**src/rtl/md_frame_parser_pkg.sv**
```systemverilog
// Shared types and constants for the market-data frame parser.
// States, error codes and the message record used by parser and FIFO.
package md_pkg;

  typedef enum logic [2:0] {
    IDLE, HDR, SYM, PRC, QTY, CSUM, EOF, DROP
  } parse_state_e;

  typedef enum logic [2:0] {
    NONE     = 3'd0,
    BAD_TYPE = 3'd1,
    BAD_LEN  = 3'd2,
    BAD_CSUM = 3'd3,
    NO_TERM  = 3'd4,
    ABORT    = 3'd5,
    BAD_CTRL = 3'd6
  } err_code_e;

  typedef struct packed {
    logic [31:0] symbol;
    logic [31:0] price;
    logic [31:0] quantity;
  } md_msg_t;

  localparam logic [7:0] XGMII_START = 8'hFB;
  localparam logic [7:0] XGMII_TERM  = 8'hFD;

endpackage

```
**src/rtl/md_frame_parser_if.sv**
```systemverilog
// XGMII receive input plus valid/ready message output of the frame parser.
// The parser drives through 'master'; the consumer/source side uses 'slave'.
interface md_frame_parser_if #(
  parameter int DATA_WIDTH = 64
);
  logic [DATA_WIDTH-1:0] xgmii_rxd;
  logic [7:0]            xgmii_rxc;
  logic                  out_valid;
  logic                  out_ready;
  logic [31:0]           out_symbol;
  logic [31:0]           out_price;
  logic [31:0]           out_quantity;

  modport master (
    input  xgmii_rxd, xgmii_rxc, out_ready,
    output out_valid, out_symbol, out_price, out_quantity
  );

  modport slave (
    output xgmii_rxd, xgmii_rxc, out_ready,
    input  out_valid, out_symbol, out_price, out_quantity
  );
endinterface

```
**src/rtl/md_frame_parser_fifo.sv**
```systemverilog
// First-word-fall-through message FIFO; head reads as zero while empty.
// A pop in the same cycle frees the slot a push into a full FIFO needs.
module md_msg_fifo
  import md_pkg::*;
#(
  parameter int  DEPTH = 4,
  parameter type T     = md_msg_t
) (
  input  logic clk,
  input  logic rst,
  input  logic push,
  input  T     push_data,
  input  logic pop,
  output T     pop_data,
  output logic full,
  output logic empty
);

  localparam int          AW      = $clog2(DEPTH);
  localparam logic [AW:0] PTR_ONE = (AW+1)'(1);

  T            mem [DEPTH];
  logic [AW:0] wr_ptr_q, wr_ptr_d;
  logic [AW:0] rd_ptr_q, rd_ptr_d;
  logic        push_ok, pop_ok;

  // Extra pointer bit distinguishes full from empty when the indices match.
  assign empty    = (wr_ptr_q == rd_ptr_q);
  assign full     = (wr_ptr_q[AW] != rd_ptr_q[AW]) &&
                    (wr_ptr_q[AW-1:0] == rd_ptr_q[AW-1:0]);
  assign pop_ok   = pop && !empty;
  assign push_ok  = push && (!full || pop_ok);
  assign pop_data = empty ? '0 : mem[rd_ptr_q[AW-1:0]];

  always_comb begin
    wr_ptr_d = wr_ptr_q;
    rd_ptr_d = rd_ptr_q;
    if (push_ok) wr_ptr_d = wr_ptr_q + PTR_ONE;
    if (pop_ok)  rd_ptr_d = rd_ptr_q + PTR_ONE;
  end

  always_ff @(posedge clk or posedge rst) begin
    if (rst) begin
      wr_ptr_q <= '0;
      rd_ptr_q <= '0;
    end else begin
      wr_ptr_q <= wr_ptr_d;
      rd_ptr_q <= rd_ptr_d;
    end
  end

  always_ff @(posedge clk) begin
    if (push_ok) mem[wr_ptr_q[AW-1:0]] <= push_data;
  end

endmodule

```
**src/rtl/md_frame_parser.sv**
```systemverilog
// XGMII receive framing stage: delineates market-data frames, validates
// header and checksum, and queues {symbol, price, quantity} for the consumer.
module md_frame_parser
  import md_pkg::*;
#(
  parameter int          DATA_WIDTH = 64,
  parameter int          FIFO_DEPTH = 4,
  parameter logic [7:0]  MSG_TYPE   = 8'h01,
  parameter logic [15:0] MSG_LEN    = 16'h0020
) (
  input  logic              clk,
  input  logic              rst,
  md_frame_parser_if.master bus,
  output logic              err_pulse,
  output logic [2:0]        err_code,
  output logic [31:0]       frames_ok,
  output logic [31:0]       frames_err,
  output logic [15:0]       overflow_cnt
);

  logic [31:0]  rxd_lo;
  logic [7:0]   rxc;
  logic         is_data, is_start, is_term;
  logic         unused_hi;

  parse_state_e state_q, state_d;
  err_code_e    err_d, err_code_q;
  logic         err_pulse_q, err_pulse_d;
  logic [31:0]  sym_q, sym_d, prc_q, prc_d, qty_q, qty_d;
  logic [31:0]  frames_ok_q, frames_ok_d, frames_err_q, frames_err_d;
  logic [15:0]  overflow_q, overflow_d;
  logic         commit, can_push, push, pop, fifo_full, fifo_empty;
  md_msg_t      commit_msg, head;

  assign rxd_lo    = bus.xgmii_rxd[31:0];
  assign rxc       = bus.xgmii_rxc;
  assign unused_hi = ^bus.xgmii_rxd[DATA_WIDTH-1:32];
  assign is_data   = (rxc == 8'h00);
  assign is_start  = (rxc == 8'h01) && (rxd_lo[7:0] == XGMII_START);
  assign is_term   = (rxc == 8'h01) && (rxd_lo[7:0] == XGMII_TERM);

  always_comb begin
    state_d = state_q;
    sym_d   = sym_q;
    prc_d   = prc_q;
    qty_d   = qty_q;
    err_d   = NONE;
    commit  = 1'b0;
    if ((state_q inside {HDR, SYM, PRC, QTY, CSUM}) && !is_data) begin
      // A fresh start mid-frame abandons the old frame but keeps the new one.
      if (is_start) begin
        err_d   = ABORT;
        state_d = HDR;
      end else begin
        err_d   = BAD_CTRL;
        state_d = is_term ? IDLE : DROP;
      end
    end else begin
      case (state_q)
        IDLE: if (is_start) state_d = HDR;
        HDR: begin
          if (rxd_lo[23:16] != MSG_TYPE) begin
            err_d   = BAD_TYPE;
            state_d = DROP;
          end else if (rxd_lo[15:0] != MSG_LEN) begin
            err_d   = BAD_LEN;
            state_d = DROP;
          end else begin
            state_d = SYM;
          end
        end
        SYM: begin sym_d = rxd_lo; state_d = PRC;  end
        PRC: begin prc_d = rxd_lo; state_d = QTY;  end
        QTY: begin qty_d = rxd_lo; state_d = CSUM; end
        CSUM: begin
          if (rxd_lo == (sym_q ^ prc_q ^ qty_q)) begin
            state_d = EOF;
          end else begin
            err_d   = BAD_CSUM;
            state_d = DROP;
          end
        end
        EOF: begin
          if (is_term) begin
            commit  = 1'b1;
            state_d = IDLE;
          end else begin
            err_d   = NO_TERM;
            state_d = DROP;
          end
        end
        DROP: begin
          if (is_term)       state_d = IDLE;
          else if (is_start) state_d = HDR;
        end
        default: state_d = IDLE;
      endcase
    end
  end

  assign pop      = !fifo_empty && bus.out_ready;
  assign can_push = !fifo_full || pop;
  assign push     = commit && can_push;

  always_comb begin
    err_pulse_d  = (err_d != NONE);
    frames_err_d = frames_err_q + (err_pulse_d ? 32'd1 : 32'd0);
    frames_ok_d  = frames_ok_q + (push ? 32'd1 : 32'd0);
    overflow_d   = overflow_q + ((commit && !can_push) ? 16'd1 : 16'd0);
  end

  always_ff @(posedge clk or posedge rst) begin
    if (rst) begin
      state_q      <= IDLE;
      err_pulse_q  <= 1'b0;
      err_code_q   <= NONE;
      frames_ok_q  <= '0;
      frames_err_q <= '0;
      overflow_q   <= '0;
    end else begin
      state_q      <= state_d;
      err_pulse_q  <= err_pulse_d;
      err_code_q   <= err_d;
      frames_ok_q  <= frames_ok_d;
      frames_err_q <= frames_err_d;
      overflow_q   <= overflow_d;
    end
  end

  // Field registers are only consumed after being written in the same frame.
  always_ff @(posedge clk) begin
    sym_q <= sym_d;
    prc_q <= prc_d;
    qty_q <= qty_d;
  end

  assign commit_msg = '{symbol: sym_q, price: prc_q, quantity: qty_q};

  md_msg_fifo #(
    .DEPTH (FIFO_DEPTH),
    .T     (md_msg_t)
  ) u_fifo (
    .clk       (clk),
    .rst       (rst),
    .push      (push),
    .push_data (commit_msg),
    .pop       (pop),
    .pop_data  (head),
    .full      (fifo_full),
    .empty     (fifo_empty)
  );

  assign bus.out_valid    = !fifo_empty;
  assign bus.out_symbol   = head.symbol;
  assign bus.out_price    = head.price;
  assign bus.out_quantity = head.quantity;
  assign err_pulse        = err_pulse_q;
  assign err_code         = err_code_q;
  assign frames_ok        = frames_ok_q;
  assign frames_err       = frames_err_q;
  assign overflow_cnt     = overflow_q;

endmodule

```
**src/flat_wrapper.sv**
```systemverilog
// flat-port wrapper written by rule: the top's interface ports become plain ports
module md_frame_parser_flat import md_pkg::*;
#(
  parameter int          DATA_WIDTH = 64,
  parameter int          FIFO_DEPTH = 4,
  parameter logic [7:0]  MSG_TYPE   = 8'h01,
  parameter logic [15:0] MSG_LEN    = 16'h0020
)
  (clk, rst, err_pulse, err_code, frames_ok, frames_err, overflow_cnt, bus_xgmii_rxd, bus_xgmii_rxc, bus_out_ready, bus_out_valid, bus_out_symbol, bus_out_price, bus_out_quantity);
  md_frame_parser_if #(.DATA_WIDTH(DATA_WIDTH)) bus_i ();
  input  logic clk;
  input  logic rst;
  output logic err_pulse;
  output logic [2:0] err_code;
  output logic [31:0] frames_ok;
  output logic [31:0] frames_err;
  output logic [15:0] overflow_cnt;
  input wire logic [$bits(bus_i.xgmii_rxd)-1:0] bus_xgmii_rxd;
  input wire logic [$bits(bus_i.xgmii_rxc)-1:0] bus_xgmii_rxc;
  input wire logic [$bits(bus_i.out_ready)-1:0] bus_out_ready;
  output wire logic [$bits(bus_i.out_valid)-1:0] bus_out_valid;
  output wire logic [$bits(bus_i.out_symbol)-1:0] bus_out_symbol;
  output wire logic [$bits(bus_i.out_price)-1:0] bus_out_price;
  output wire logic [$bits(bus_i.out_quantity)-1:0] bus_out_quantity;
  assign bus_i.xgmii_rxd = bus_xgmii_rxd;
  assign bus_i.xgmii_rxc = bus_xgmii_rxc;
  assign bus_i.out_ready = bus_out_ready;
  assign bus_out_valid = bus_i.out_valid;
  assign bus_out_symbol = bus_i.out_symbol;
  assign bus_out_price = bus_i.out_price;
  assign bus_out_quantity = bus_i.out_quantity;
  md_frame_parser #(.DATA_WIDTH(DATA_WIDTH), .FIFO_DEPTH(FIFO_DEPTH), .MSG_TYPE(MSG_TYPE), .MSG_LEN(MSG_LEN)) u_core (.clk(clk), .rst(rst), .bus(bus_i), .err_pulse(err_pulse), .err_code(err_code), .frames_ok(frames_ok), .frames_err(frames_err), .overflow_cnt(overflow_cnt));
endmodule
```
**config.mk**
```make
export PLATFORM = sky130hd
export DESIGN_NAME = md_frame_parser_flat
export DESIGN_NICKNAME = d
export VERILOG_FILES = /design/src/rtl/md_frame_parser_pkg.sv /design/src/rtl/md_frame_parser_if.sv /design/src/rtl/md_frame_parser_fifo.sv /design/src/rtl/md_frame_parser.sv /design/src/flat_wrapper.sv
export SDC_FILE = /design/constraint.sdc
export NUM_CORES = 1
export LEC_CHECK = 0
export BUFFER_PORTS_ARGS = -buffer_cell sky130_fd_sc_hd__buf_2
export CORE_AREA = 2 2 210 212
export DETAILED_ROUTE_END_ITERATION = 10
export DIE_AREA = 0 0 212 214
export PLACE_DENSITY = 0.73
export SETUP_SLACK_MARGIN = 0.2
export SYNTH_ARGS = -nofsm -noshare
export SYNTH_HDL_FRONTEND = slang
export SYNTH_SLANG_ARGS = --single-unit
```
**constraint.sdc**
```tcl
create_clock -name clk -period 9.45 [get_ports clk]
set_clock_uncertainty 0.05 [all_clocks]
set_input_delay 0.945 -clock clk [delete_from_list [all_inputs] [get_ports clk]]
set_output_delay 0.945 -clock clk [all_outputs]
set_load 0.01 [all_outputs]
```
==> metrics.cfg, run 1 <==
[route]
viasPerCell=5.445
drt-initial-drc-count=871
wl_um=47090
wl_per_cell_um=22.32
route.detailed.drc=0
antenna_left=0
vias=11490
dr.pass1.iters=5

[finish]
drive_gt1_frac=0.2839
areaGrowthSynthToFinish_pct=16.14
fin_cells=2110
fin_nets=1564
antennaDiodeCount=0

[sta]
grt_setup_unrepaired=false
fmax_ghz=0.2389
timing.final.ws_setup_ns=5.264
finalHoldViolations=0
tns_ns=0
setup_viol=0
finalCritPeriodShare=0.4430
slew_viol_final=0
tightest_slew_ns=1.011
whs_ns=0.2202
period_needed_ns=4.186
relSlewSlack=0.3262

[clock_network]
path_clk_slew_ns=0.06
cts.path.max_buffers=3
post_cts.repair.setup_buffers=0
cts_sinks=573
hold_buffers=0
cts_resized=0
clock_latency_ns=0.61
cts_made_buffers=56
tritoncts=built
cts-root-buf=clkbuf_16
ctsHtreeMaxLevel=2

[die]
dieArea_um2=45370
initial_core_util=0.5270
die_y_um=214
io_pins=256
rows=76
coreArea_um2=42890
die-width_um=212

[synth]
synth_warnings=0
synth_top_area_frac=0.6377
syn_area_um2=22600
synth_nets=1305
syn_area_per_cell_um2=18.54
synth-seq-area-share=0.7407
synth_largest_area_cell=edfxtp_1
syn_inst=1219
synthArstFlopShare=0.1623
synth-main-ff-cell=edfxtp_1
synthDistinctLibCells=51
synth_area_leaders=edfxtp_1, dfrtp_1, mux4_2, xnor2_1, and2_1
synth_edf_count=480
synth.ff_latch_count=573

[worst_hold_path]
hold_path.class=in -> async

[pwr]
power_density_nw_per_um2=242.6
p_leak_nw=9.428
power.total_mw=6.369
ir_drop_mv=0.1265

[place]
pre_cts_slack_ns=4.637
port_buffers=223
place.gp.congestion=0.7746
dp.cells=2005
detailed_place_hpwl_um=28420

[critical_path]
critical_path_buf_inv_count=2
start_kind=flop
cp_top_family=buffers and inverters
crit_slowest_cell=dfrtp_4
critical-path-max-stage-delay_ns=0.86
arrival_ns=3.19
crit_chain=buf_4 -> mux4_2 -> and2_1 -> buf_2
required_ns=8.46
crit_type=reg -> out
cp-end-kind=output port
crit_fanout=58

[grt]
grt_use_total=0.2115
antenna_found_initial=2
grt_pass1_wl_um=72060
grt_max_degree=100
overflow=0
grt_pass1_vias=11790

[job]
drv_cap=0

[run_status]
status=complete, no violations

-- cells in the final DEF, fill, tap and decap left out, types with 8 or more instances in the layout --
cell type,n
edfxtp_1,480
buf_2,223
xnor2_1,123
and2_1,98
mux4_2,96
dfrtp_1,91
clkbuf_16,57
xor2_1,53
nand2_1,42
nand3_1,36
nor2_1,32
nand4_1,17
nor4_1,16
buf_4,14
clkinv_1,13
inv_1,12
clkinv_2,12
clkbuf_1,12
ha_1,11
and3_1,9
o21ai_0,9
nor3_1,8
-- metrics by stage --
step,instance area [µm²],util
6_report,26250,0.6121
5_1_grt,26250,0.6121
4_1_cts,26250,0.6121
3_5_place_dp,24450,0.5702
3_3_place_gp,24450,0.5702
2_1_floorplan,22600,-
-- cells by family (layout without fill, tap and decap cells) --
group,Yosys count,after routing,share of synthesized area
AO/OA/AOI/OAI,23,23,0.006921
XOR/XNOR,177,177,0.06892
adder cells (fa/ha/maj),11,11,0.006089
buffers and inverters,50,356,0.008968
flip-flops,573,573,0.7407
multiplexers,98,98,0.09660
AND/OR/NAND/NOR,287,287,0.07180
-- area by class of cell --
type	count	area [µm²]
Sequential cell	573	16750
Fill cell	3069	16640
Multi-Input combinational cell	596	5697
Clock buffer	72	1513
Timing Repair Buffer	237	1221
Tap cell	585	732.0
Clock inverter	33	284.0
Inverter	14	53.80
-- cell usage after synthesis (all sizes together) (4+ instances only) --
cell type  count
clkbuf        24
mux4          96
ha            11
xnor2        123
nand4         17
edfxtp       480
dfrtp         93
xor2          54
nor2          33
inv           13
o21ai          9
and4           4
buf           12
nor3           9
and2         102
nand2         43
nand3         37
nor4          19
and3           9
-- report_power, final --
part	total, mW	switching [mW]	internal (mW)	leakage [nW]
registers	2.81	0.0823	2.72	5.54
logic	1.39	0.693	0.696	3.01
clock network	2.17	0.931	1.24	0.881
total	6.37	1.71	4.66	9.43
-- flip-flops by register name, summed over array words and instances, names as in the netlist --
name	count
u_core.u_fifo.mem	384
u_core.frames_err	32
u_core.frames_ok	32
u_core.err_pulse	1
u_core.err_code	3
u_core.prc_q	32
u_core.u_fifo.rd_ptr_q	3
u_core.overflow_cnt	16
u_core.state_q	3
u_core.qty_q	32
u_core.u_fifo.wr_ptr_q	3
u_core.sym_q	32
-- worst reg2reg max path, cell delays in order (launching register included) --
cell and delay, ns:
edfxtp_1 0.46, xnor2_1 0.23, xnor2_1 0.17, nor4_1 0.68, nand4_1 0.33, o31ai_1 0.50, o21ai_0 0.31, ha_1 0.32
ha_1 0.26, and4_1 0.24, nor4b_2 0.22, nand2_1 0.10, nor2_1 0.05, xnor2_1 0.11
-- layer usage --
layer	share of wire	GRT usage	vias to the layer above
met3	0.062	0.04721	62
met1	0.43	0.2980	5935
met2	0.49	0.3364	310
met4	0.019	0.05798	4
met5	0.00045	0	-
li1	-	-	5177
-- worst paths after layout --
kind / cells past startpoint / startpoint / to / slack (ns)
hold / removal: 2 / rst / u_core.frames_ok[18]$_DFF_PP0_ / 0.22
max in group asynchronous: 3 / rst / u_core.u_fifo.rd_ptr_q[0]$_DFFE_PP0P_ / 7.84
setup reg to reg: 13 / u_core.qty_q[29]$_DFFE_PP_ / u_core.frames_err[30]$_DFF_PP0_ / 5.31
hold reg to reg: 1 / u_core.frames_ok[31]$_DFF_PP0_ / u_core.frames_ok[31]$_DFF_PP0_ / 0.41
setup / recovery: 4 / u_core.u_fifo.rd_ptr_q[1]$_DFFE_PP0P_ / bus_out_quantity[29] / 5.26
min in group clk: 1 / u_core.frames_ok[31]$_DFF_PP0_ / u_core.frames_ok[31]$_DFF_PP0_ / 0.41
Power figures use the tool's default switching activity.
==> run 2: changes to the inputs <==
- clock period: 9.45 -> 4.06 ns (I/O delays scaled with it)
==> run 2 against run 1 <==
Compared with the run above:
- first-iteration DRC count shrank 1.0%
- largest cell class unchanged
- critical path type is now reg -> reg
- clock-buffer cell count decreased by 1
- sequential power up 130%
- worst setup slack worse by 4.8 ns
==> metrics.cfg, run 2 (synthesis results as in run 1) <==
[route]
viasPerCell=5.433
wl_um=46530
wl_per_cell_um=21.59
antenna_left=0
dr.pass1.iters=5
route.detailed.drc=0
drt-initial-drc-count=862
vias=11710

[sta]
period_needed_ns=3.641
whs_ns=0.02728
finalHoldViolations=0
tns_ns=0
timing.final.ws_setup_ns=0.4194
grt_setup_unrepaired=true
relSlewSlack=0.4105
fmax_ghz=0.2747
tightest_slew_ns=0.8843
setup_viol=0
finalCritPeriodShare=0.8967
slew_viol_final=0

[place]
dp.cells=2031
place.gp.congestion=0.7953
placed_cell_area_um2=24780
port_buffers=223
detailed_place_hpwl_um=28910
pre_cts_slack_ns=0.2527

[clock_network]
cts_sinks=573
path_clk_slew_ns=0.06
cts_made_buffers=55
cts.path.max_buffers=3
clock_latency_ns=0.60
ctsHtreeMaxLevel=2
cts-root-buf=clkbuf_16
tritoncts=built

[critical_path]
critical-path-max-stage-delay_ns=0.48
start_kind=flop
crit_chain=xnor2_1 -> xnor2_1 -> nor4_1 -> buf_4 -> nand4_1 -> buf_4 -> o31ai_1 -> buf_4 -> o21ai_0 -> ha_1 -> and3_1 -> nand3_1 -> nor4_4 -> nand2_1 -> nor3_1 -> xor2_1
crit_start=u_core.qty_q[29]$_DFFE_PP_
crit_slowest_cell=edfxtp_1
cp-end-kind=flop
arrival_ns=4.11
required_ns=4.53
worstReg2RegStart=u_core.qty_q[29]$_DFFE_PP_
cp_top_family=simple AND/OR/NAND/NOR gates
critical_path_buf_inv_count=3
crit_fanout=5
crit_type=reg -> reg
crit_top_cell=buf_4

[grt]
grt_pass1_vias=12000
grt_max_degree=99
grt_pass1_wl_um=70900
overflow=0
antenna_found_initial=3
grt_use_total=0.2081

[die]
coreArea_um2=42890
die_y_um=214
die-width_um=212
rows=76
io_pins=256
initial_core_util=0.5270
dieArea_um2=45370

[finish]
areaGrowthSynthToFinish_pct=18.27
fin_cells=2155
num-fill-cells=3044
drive_gt1_frac=0.2900
final_util=0.6233
largest_reg_flops=384
design_area_um2=26730
layout_common_cells=edfxtp_1, buf_2, xnor2_1
final_common_cell=edfxtp_1
fin_nets=1611

[pwr]
power.total_mw=14.61
power.internal_mw=10.72
p_clk_frac=0.329
switching_share=0.2662
p_leak_nw=9.678
power_density_nw_per_um2=546.6
seqPwrFrac=0.439
ir_drop_mv=0.5554
switchingPower_mw=3.889
comb_power_share=0.231

[worst_hold_path]
hold_path.class=in -> reg
hp-start=bus_xgmii_rxd[11]

[job]
drv_cap=0

[run_status]
status=complete, no violations

[run 2: changes by cell type in the layout (fill, tap and decap cells not counted), sizes merged]
cell / before / now
dlygate4sd3: 0 / 22
clkinv: 27 / 28
clkinvlp: 2 / 1
diode: 0 / 1
clkbuf: 72 / 71
inv: 14 / 13
bufinv: 4 / 2
buf: 237 / 263
[run 2: layer usage]
metal	wire length (µm)	GRT usage	vias to the layer above
met5	21	0	-
met4	974	0.05798	4
met1	19440	0.2826	5999
met3	3423	0.04911	69
li1	-	-	5282
met2	22670	0.3395	355
[run 2: power by group through the flow]
| stage | combinational, mW | clock (mW) | sequential (mW) |
|---|---|---|---|
| after floorplan | 2.23 | 0 | 6.49 |
| after global placement | 3.44 | 0 | 6.54 |
| after detailed placement | 3.45 | 0 | 6.54 |
| after CTS | 3.48 | 4.92 | 6.42 |
| after global routing | 3.66 | 5.14 | 6.42 |
| final | 3.38 | 4.81 | 6.42 |
[run 2: area by class of cell]
cell class | instances | area, µm² | share of cell area
Tap cell | 585 | 732.0 | 0.02738
Inverter | 14 | 53.80 | 0.002013
Timing Repair Buffer | 285 | 1765 | 0.06604
Multi-Input combinational cell | 596 | 5729 | 0.2143
Clock buffer | 71 | 1499 | 0.05607
Clock inverter | 30 | 201.4 | 0.007536
Antenna cell | 1 | 2.502 | 0.00009361
Sequential cell | 573 | 16750 | 0.6265
[run 2: path summary, 6_finish.rpt]
path                                                     end  slack (ns)  cells past startpoint
hold reg to reg            u_core.overflow_cnt[15]$_DFF_PP0_        0.42                      1
setup reg to reg             u_core.frames_err[31]$_DFF_PP0_        0.42                     16
setup / recovery             u_core.frames_err[31]$_DFF_PP0_        0.42                     16
max in group asynchronous    u_core.frames_err[15]$_DFF_PP0_        2.67                      4
hold / removal                    u_core.prc_q[11]$_DFFE_PP_        0.03                      1
min in group asynchronous     u_core.frames_ok[29]$_DFF_PP0_        0.38                      3
[run 2: what timing repair did]
item / in CTS / in global routing
buffers inserted: 0 / 0
gates resized for setup: 0 / 4
endpoints found under the setup margin: 0 / 18
endpoints found under the hold margin: 92 / 0
hold buffers: 22 / 0
[run 2: worst reg2reg max path: cells and delay by family (launching register included)]
kind,cells,cell delay (ns)
compound gates,2,0.27
buf+inv,3,0.46
simple gates,7,1.33
xor+xnor,3,0.67
flops,1,0.48
fa+ha+maj,1,0.31
